## config.mk

```make
export PLATFORM = sky130hd
export DESIGN_NAME = alu_bin_add
export DESIGN_NICKNAME = d
export VERILOG_FILES = /design/src/rtl/alu_pkg.sv /design/src/rtl/add4rpl.sv /design/src/rtl/alu_bin_add.sv
export SDC_FILE = /design/constraint.sdc
export NUM_CORES = 1
export LEC_CHECK = 0
export ABC_AREA = 1
export CAP_MARGIN = 20
export CORE_AREA = 2 2 60 62
export CTS_CLUSTER_DIAMETER = 150
export DETAILED_ROUTE_END_ITERATION = 10
export DIE_AREA = 0 0 62 64
export PLACE_DENSITY_LB_ADDON = 0.2
export SYNTH_ARGS = -nofsm -noshare
export SYNTH_HDL_FRONTEND = slang
export SYNTH_HIERARCHICAL = 1
export SYNTH_SLANG_ARGS = --single-unit
```

## constraint.sdc

```tcl
create_clock -name clk -period 5.56 [get_ports clk]
set_input_delay 0.556 -clock clk [delete_from_list [all_inputs] [get_ports clk]]
set_output_delay 0.556 -clock clk [all_outputs]
set_load 0.02 [all_outputs]
```

## src/rtl/alu_pkg.sv

```systemverilog
// alu_pkg: shared widths and state encoding for the binary add front-end
package alu_pkg;
  localparam int NIB_W = 4;
  localparam int DATA_W = 8;
  typedef enum logic [1:0] {
    ST_IDLE = 2'b00,
    ST_LO   = 2'b01,
    ST_HI   = 2'b10
  } state_e;
endpackage

```

## src/rtl/add4rpl.sv

```systemverilog
// add4rpl: 4-bit ripple-carry adder
module add4rpl
  import alu_pkg::*;
(
  input  logic [NIB_W-1:0] a_i,
  input  logic [NIB_W-1:0] b_i,
  input  logic             cin_i,
  output logic [NIB_W-1:0] sum_o,
  output logic             cout_o
);
  logic [NIB_W:0] c;
  always_comb begin
    c[0] = cin_i;
    for (int i = 0; i < NIB_W; i++) begin
      sum_o[i] = a_i[i] ^ b_i[i] ^ c[i];
      c[i+1]   = (a_i[i] & b_i[i]) | (c[i] & (a_i[i] ^ b_i[i]));
    end
  end
  assign cout_o = c[NIB_W];
endmodule

```

## src/rtl/alu_bin_add.sv

```systemverilog
// alu_bin_add: nibble-wise binary ADC/SBC with registered sum, half carry, carry, V and Z
module alu_bin_add
  import alu_pkg::*;
#(
  parameter bit SERIAL = 1'b1
) (
  input  logic              clk,
  input  logic              reset,
  input  logic              start,
  input  logic [DATA_W-1:0] op_a,
  input  logic [DATA_W-1:0] op_b,
  input  logic              carry_in,
  input  logic              sub,
  input  logic              decimal,
  output logic              busy,
  output logic              done,
  output logic [DATA_W-1:0] sum,
  output logic              half_carry,
  output logic              carry,
  output logic              overflow,
  output logic              zero,
  output logic              sub_o,
  output logic              bcd_en_o
);
  state_e            state_q, state_d;
  logic [DATA_W-1:0] a_q, a_d, b_q, b_d, sum_q, sum_d, res_sum;
  logic [NIB_W-1:0]  lo_q, lo_d, lo_nib;
  logic              cin_q, cin_d, c4_q, c4_d, sub_q, sub_d, bcd_q, bcd_d;
  logic              busy_q, busy_d, done_q, done_d, hc_q, hc_d, co_q, co_d;
  logic              v_q, v_d, z_q, z_d;
  logic              lo_c, res_hc, res_co, take, hi;

  if (SERIAL) begin : g_ser
    // one adder time-shared: low nibble in LO, high nibble in HI
    logic [NIB_W-1:0] s;
    logic             co, lo_ph;
    assign lo_ph = state_q == ST_LO;
    add4rpl u_add (
      .a_i   (lo_ph ? a_q[NIB_W-1:0] : a_q[DATA_W-1:NIB_W]),
      .b_i   (lo_ph ? b_q[NIB_W-1:0] : b_q[DATA_W-1:NIB_W]),
      .cin_i (lo_ph ? cin_q : c4_q),
      .sum_o (s),
      .cout_o(co)
    );
    assign lo_nib  = s;
    assign lo_c    = co;
    assign res_sum = {s, lo_q};
    assign res_hc  = c4_q;
    assign res_co  = co;
  end else begin : g_par
    logic [NIB_W-1:0] ls, hs;
    logic             lc, hc;
    add4rpl u_lo (
      .a_i   (a_q[NIB_W-1:0]),
      .b_i   (b_q[NIB_W-1:0]),
      .cin_i (cin_q),
      .sum_o (ls),
      .cout_o(lc)
    );
    add4rpl u_hi (
      .a_i   (a_q[DATA_W-1:NIB_W]),
      .b_i   (b_q[DATA_W-1:NIB_W]),
      .cin_i (lc),
      .sum_o (hs),
      .cout_o(hc)
    );
    assign lo_nib  = ls;
    assign lo_c    = lc;
    assign res_sum = {hs, ls};
    assign res_hc  = lc;
    assign res_co  = hc;
  end

  always_comb begin
    take    = (state_q == ST_IDLE) & start;
    hi      = state_q == ST_HI;
    state_d = state_q == ST_IDLE ? (start ? (SERIAL ? ST_LO : ST_HI) : ST_IDLE) :
              state_q == ST_LO   ? ST_HI : ST_IDLE;
    a_d     = take ? op_a : a_q;
    b_d     = take ? (sub ? ~op_b : op_b) : b_q;
    cin_d   = take ? carry_in : cin_q;
    sub_d   = take ? sub : sub_q;
    bcd_d   = take ? decimal : bcd_q;
    lo_d    = state_q == ST_LO ? lo_nib : lo_q;
    c4_d    = state_q == ST_LO ? lo_c : c4_q;
    sum_d   = hi ? res_sum : sum_q;
    hc_d    = hi ? res_hc : hc_q;
    co_d    = hi ? res_co : co_q;
    // signed overflow: like-signed operands producing an opposite-signed result
    v_d     = hi ? (a_q[DATA_W-1] == b_q[DATA_W-1]) & (res_sum[DATA_W-1] != a_q[DATA_W-1]) : v_q;
    z_d     = hi ? res_sum == '0 : z_q;
    done_d  = hi;
    busy_d  = state_d != ST_IDLE;
  end

  always_ff @(posedge clk) begin
    if (reset) begin
      state_q <= ST_IDLE;
      {a_q, b_q, cin_q, sub_q, bcd_q, lo_q, c4_q} <= '0;
      {sum_q, hc_q, co_q, v_q, z_q, done_q, busy_q} <= '0;
    end else begin
      state_q <= state_d;
      {a_q, b_q, cin_q, sub_q, bcd_q, lo_q, c4_q} <= {a_d, b_d, cin_d, sub_d, bcd_d, lo_d, c4_d};
      {sum_q, hc_q, co_q, v_q, z_q, done_q, busy_q} <= {sum_d, hc_d, co_d, v_d, z_d, done_d, busy_d};
    end
  end

  assign busy       = busy_q;
  assign done       = done_q;
  assign sum        = sum_q;
  assign half_carry = hc_q;
  assign carry      = co_q;
  assign overflow   = v_q;
  assign zero       = z_q;
  assign sub_o      = sub_q;
  assign bcd_en_o   = bcd_q;
endmodule

```

* Word level (Yosys, flattened, before mapping)
Cells that the tools add are included. Widths: inputs -> output; s select.
Operators by class: equality and inequality tests 4, mux-type cells 7, bitwise logic cells 23, reduce and logical (&&, ||, !) cells 3
Operator list (number):
- $and 1x1->1 | 10
- $logic_not 8->1 | 1
- $mux 4 | 2
- $mux 8 | 1
- $not 8->8 | 1
- $xor 1x1->1 | 8
- $mux 2 | 2
- $or 1x1->1 | 4
- $eq 2x1->1 const B | 1
- $eq 2x2->1 const B | 1
- $logic_not 2->1 | 1
- $mux 1 | 2
- $reduce_bool 2->1 | 1
- $eq 1x1->1 | 1
- $ne 1x1->1 | 1
Storage, ports and cells: flip-flop bits (word level) 40, input bits 22, output and inout port bits 16, word-level logic and storage cells 52

* Depth between registers and ports, before layout
depth in word-level cells 12, gate-level depth with buffers 18, gate-level depth less buffers 18

* By module
Netlist, hierarchy kept.
By module, submodules not included:
- alu_bin_add | instances 1, cells each 208, area an instance 1582.8 um^2, seq. area each 800.8 um^2
- add4rpl | instances 1, cells each 14, area an instance 117.6 um^2, seq. area each 0.0 um^2

* Least setup slack after synthesis
OpenSTA, ideal clock, no wires.
path type flip-flop to flip-flop, start point register state_q[1], end point register v_q (netlist: overflow), library setup time 115 ps, arrival 2566 ps, data required time 5445 ps, slack 2879 ps, stages on the path, launching flop included 18, buffers on the path 1, clock period less this slack 2681 ps, cells stage by stage dfxtp_1 -> nor2_2 -> buf_2 -> nand2_1 -> nand2_1 -> fa_1 -> inv_1 -> fa_1 -> inv_1 -> fa_1 -> inv_1 -> fa_1 -> inv_1 -> inv_1 -> nand3_1 -> nand3_1 -> o211ai_1 -> inv_2
On the way: cells in the longest elaborated chain, start to end 12, elaborated cells on any way between the ends 21, those cells by class 3 x eq/ne; 3 x mux; 15 x bitwise
RTL lines:
- from (decl) | RTL line alu_bin_add.sv:25 | state_e state_q, state_d;
- from (signal assigned) | RTL line alu_bin_add.sv:102 | state_q <= state_d;
- $eq 2x1->1 (*) | RTL line alu_bin_add.sv:37 | assign lo_ph = state_q == ST_LO;
- $mux 4, on equally long branches | RTL line alu_bin_add.sv:39, alu_bin_add.sv:40
- $xor 1x1->1 | RTL line add4rpl.sv:16 | c[i+1] = (a_i[i] & b_i[i]) | (c[i] & (a_i[i] ^ b_i[i]));
- $and 1x1->1 | RTL line add4rpl.sv:16
- $or 1x1->1 | RTL line add4rpl.sv:16
- $and 1x1->1 | RTL line add4rpl.sv:16
- $or 1x1->1 | RTL line add4rpl.sv:16
- $and 1x1->1 | RTL line add4rpl.sv:16
- $or 1x1->1 | RTL line add4rpl.sv:16
- $xor 1x1->1 (*) | RTL line add4rpl.sv:15 | sum_o[i] = a_i[i] ^ b_i[i] ^ c[i];
- net g_ser.s[3] | RTL line alu_bin_add.sv:35 | logic [NIB_W-1:0] s;
- $ne 1x1->1 (*) | RTL line alu_bin_add.sv:90 | v_d = hi ? (a_q[DATA_W-1] == b_q[DATA_W-1]) & (res_sum[DATA_W-1] != a_q[DATA_W-1]) : v_q;
- $and 1x1->1 (*) | RTL line alu_bin_add.sv:90
- to (signal assigned) | RTL line alu_bin_add.sv:104 | {sum_q, hc_q, co_q, v_q, z_q, done_q, busy_q} <= {sum_d, hc_d, co_d, v_d, z_d, done_d, busy_d};
- to (decl) | RTL line alu_bin_add.sv:30 | logic v_q, v_d, z_q, z_d;
Mark *: on every way through the listed nets, which the timed path passes. The rest lies on a longest branch. A chain may end at the register's enable or synchronous reset.

* Final worst setup path
start point register state_q[0], end point register v_q (netlist: overflow)
Same word-level chain as after synthesis.

==> flow_metrics.py <==
metrics = {
    "critical_path": {
        "end_kind": "flop",
        "crit_type": "flop to flop",
        "cp-endpoint": "overflow",
        "r2r_end": "overflow",
        "crit_path_max_fanout": 22,
        "worstPathArrival_ns": 3.60,
        "crit_path_start_kind": "flop",
        "ff2ff_path_depth": 18,
        "cp-startpoint": "state_q[0]",
        "regToRegStartpoint": "state_q[0]",
        "reg2reg_slack_ns": 2.21,
        "crit_required_ns": 5.81,
    },
    "layout": {
        "n_fill_cell": 302,
        "regArea_um2": 801,
        "antenna_cells": 0,
        "fin_util_pct": 63.9,
        "stdcell_count": 300,
        "layout.nets": 282,
        "drive_gt1_share_pct": 5.91,
        "multiInputGateArea_um2": 734,
        "area_growth_pct": 23.4,
        "final_area_mm2": 0.00210,
    },
    "logic_synthesis": {
        "netlist_area_mm2": 0.00170,
        "synth.most_common_cell": "nand2_1",
        "yosys.area.top_type": "dfxtp_1",
        "synth_area_per_cell_um2": 7.66,
        "yosys_warnings": 6,
        "yosysTopAreaCellShare_pct": 47.1,
        "ys.flop_type": "dfxtp_1",
        "ys_ff_latch": 40,
        "syn_nets": 248,
        "synthTopCellsByArea": "dfxtp_1, nand2_1, nor2_1, a21oi_1, fa_1",
        "synth-edff-count": 0,
        "synthTopCellsByCount": "nand2_1, dfxtp_1, nor2_1, a21oi_1, inv_1",
        "synthCells": 222,
        "seq_area_frac_synth_pct": 47.1,
        "async_flop_share_pct": 0,
        "ys_types": 20,
    },
    "clocking": {
        "cts_setup_buffers": 0,
        "cts_sinks": 40,
        "hold_buffers": 0,
        "cts_inserted_buffers": 5,
        "cts_root_buf": "clkbuf_4",
        "cts.path.max_buffers": 2,
        "cts_tree": "done",
        "worstSkewPairLatency_ns": 0.34,
        "htreeDepth": 2,
        "cts_resized": 0,
        "clkTransAtPathRegs_ns": 0.11,
    },
    "floorplanning": {
        "std_cell_rows": 21,
        "dieWidth_um": 62,
        "fp.dieArea_mm2": 0.00397,
        "start_util_pct": 51.8,
        "io_pins": 38,
        "coreArea_mm2": 0.00328,
        "die_h_um": 64,
    },
    "place": {
        "placed_cells": 295,
        "place.gp.congestion": 0.874,
        "port_buffers": 37,
        "place_area_mm2": 0.00206,
        "place_ws_ns": 2.20,
        "dp_hpwl_um": 2300,
    },
    "timing": {
        "tightest_slew_ns": 0.751,
        "whs_ns": 0.471,
        "timing.slew.headroom_pct": 49.9,
        "finalCritPeriodShare_pct": 60.3,
        "hold_violations": 0,
        "maxSlewViolCount": 0,
        "layout_min_cycle_time_ns": 3.35,
        "skew_ns": 0.00591,
        "setup_viol": 0,
        "rsz0062_at_grt": "false",
        "fin_ws_ns": 2.21,
        "setup_tns_ns": 0,
        "timing.fmax_mhz": 298,
    },
    "power_and_ir_drop": {
        "p_leak_nw": 0.889,
        "cellPowerDensity_mw_per_mm2": 261,
        "irDropWorstVdd_mv": 0.155,
        "total_power_mw": 0.548,
    },
    "route": {
        "wl_per_cell_um": 10.3,
        "drt_iter0_drc": 69,
        "dr.pass1.iters": 4,
        "drtAntennaViolNets": 0,
        "vias": 1426,
        "wirelength_um": 3100,
        "drt_drc_violations_left": 0,
        "routed_via_density": 4.75,
    },
    "global_route": {
        "grt_pass1_wl_um": 5370,
        "grt_start_max_net_pins": 27,
        "grt_pass1_vias": 1283,
        "antenna_found_initial": 0,
        "grt-ovfl-total": 0,
        "grt_usage_pct": 18.3,
    },
    "flow_run": {
        "maxCapViolations": 0,
    },
    "hold_path": {
        "hold_class": "flop to flop",
    },
    "outcome": {
        "outcome": "complete, no violations",
    },
}
-- state kept, by name, summed over array words and instances, names as in the netlist, 2 cells and up --
register / flops
state_q: 2
sum: 8
b_q: 8
lo_q: 4
a_q: 8
-- routing by layer --
layer  share of wire [%]  vias to the layer above  GRT usage, %
met2                  48                       41          29.6
li1                    -                      760             -
met1                  44                      620          21.1
met5                   0                        -             0
met3                 5.9                        5          6.88
met4                 1.7                        0          7.18
-- placed cells by master (no fill, tap or decap), types with 4 or more instances in the layout --
cell type / count
clkdlybuf4s50_1: 37
clkbuf_4: 5
xor2_1: 8
o21ai_1: 16
o21ai_0: 11
dfxtp_1: 40
nor2_1: 32
inv_2: 7
nand3_1: 4
fa_1: 4
a21oi_1: 21
inv_1: 19
nand2_1: 45
-- critical path, stage by stage (launching register included) --
cell      delay, ns
dfxtp_1        0.34
inv_2          0.05
nor2_2         0.57
inv_2          0.17
nand2_1        0.10
nand2_1        0.07
fa_1           0.41
inv_1          0.07
fa_1           0.15
inv_1          0.05
fa_1           0.36
inv_1          0.08
fa_1           0.40
inv_1          0.08
inv_1          0.07
nand3_1        0.07
nand3_1        0.07
o211ai_1       0.10
inv_2          0.04
-- power breakdown --
part / switching (mW) / leakage, nW / internal, mW
logic: 0.0598 / 0.538 / 0.0468
clock network: 0.0845 / 0.0230 / 0.0423
registers: 0.00980 / 0.328 / 0.305
total: 0.154 / 0.889 / 0.394
-- cell families after synthesis --
| kind of cell | share of synthesized area [%] |
|---|---|
| AO/OA/AOI/OAI | 14.6 |
| XOR/XNOR | 4.12 |
| adder cells (fa/ha/maj) | 4.71 |
| buffers and inverters | 9.71 |
| flip-flops | 47.1 |
| AND/OR/NAND/NOR | 19.8 |
-- cell type report --
class	instances	share of cell area, %
sequential	40	38.2
clock buffer	5	1.79
tap	46	2.74
inverter	26	4.65
multi-input combinational	146	35.0
timing repair buffer	37	17.7
-- how the worst min path moves through the flow --
stage	startpoint	end	slack, ns	cells past startpoint
after floorplan	lo_q[3]	sum[3]	0.44	2
after global placement	b_q[1]	b_q[1]	0.45	2
after detailed placement	b_q[3]	b_q[3]	0.46	2
after CTS	b_q[1]	b_q[1]	0.47	2
after global routing	b_q[1]	b_q[1]	0.50	2
final	b_q[1]	b_q[1]	0.47	2
No activity file was read; power rests on OpenSTA's default activity.
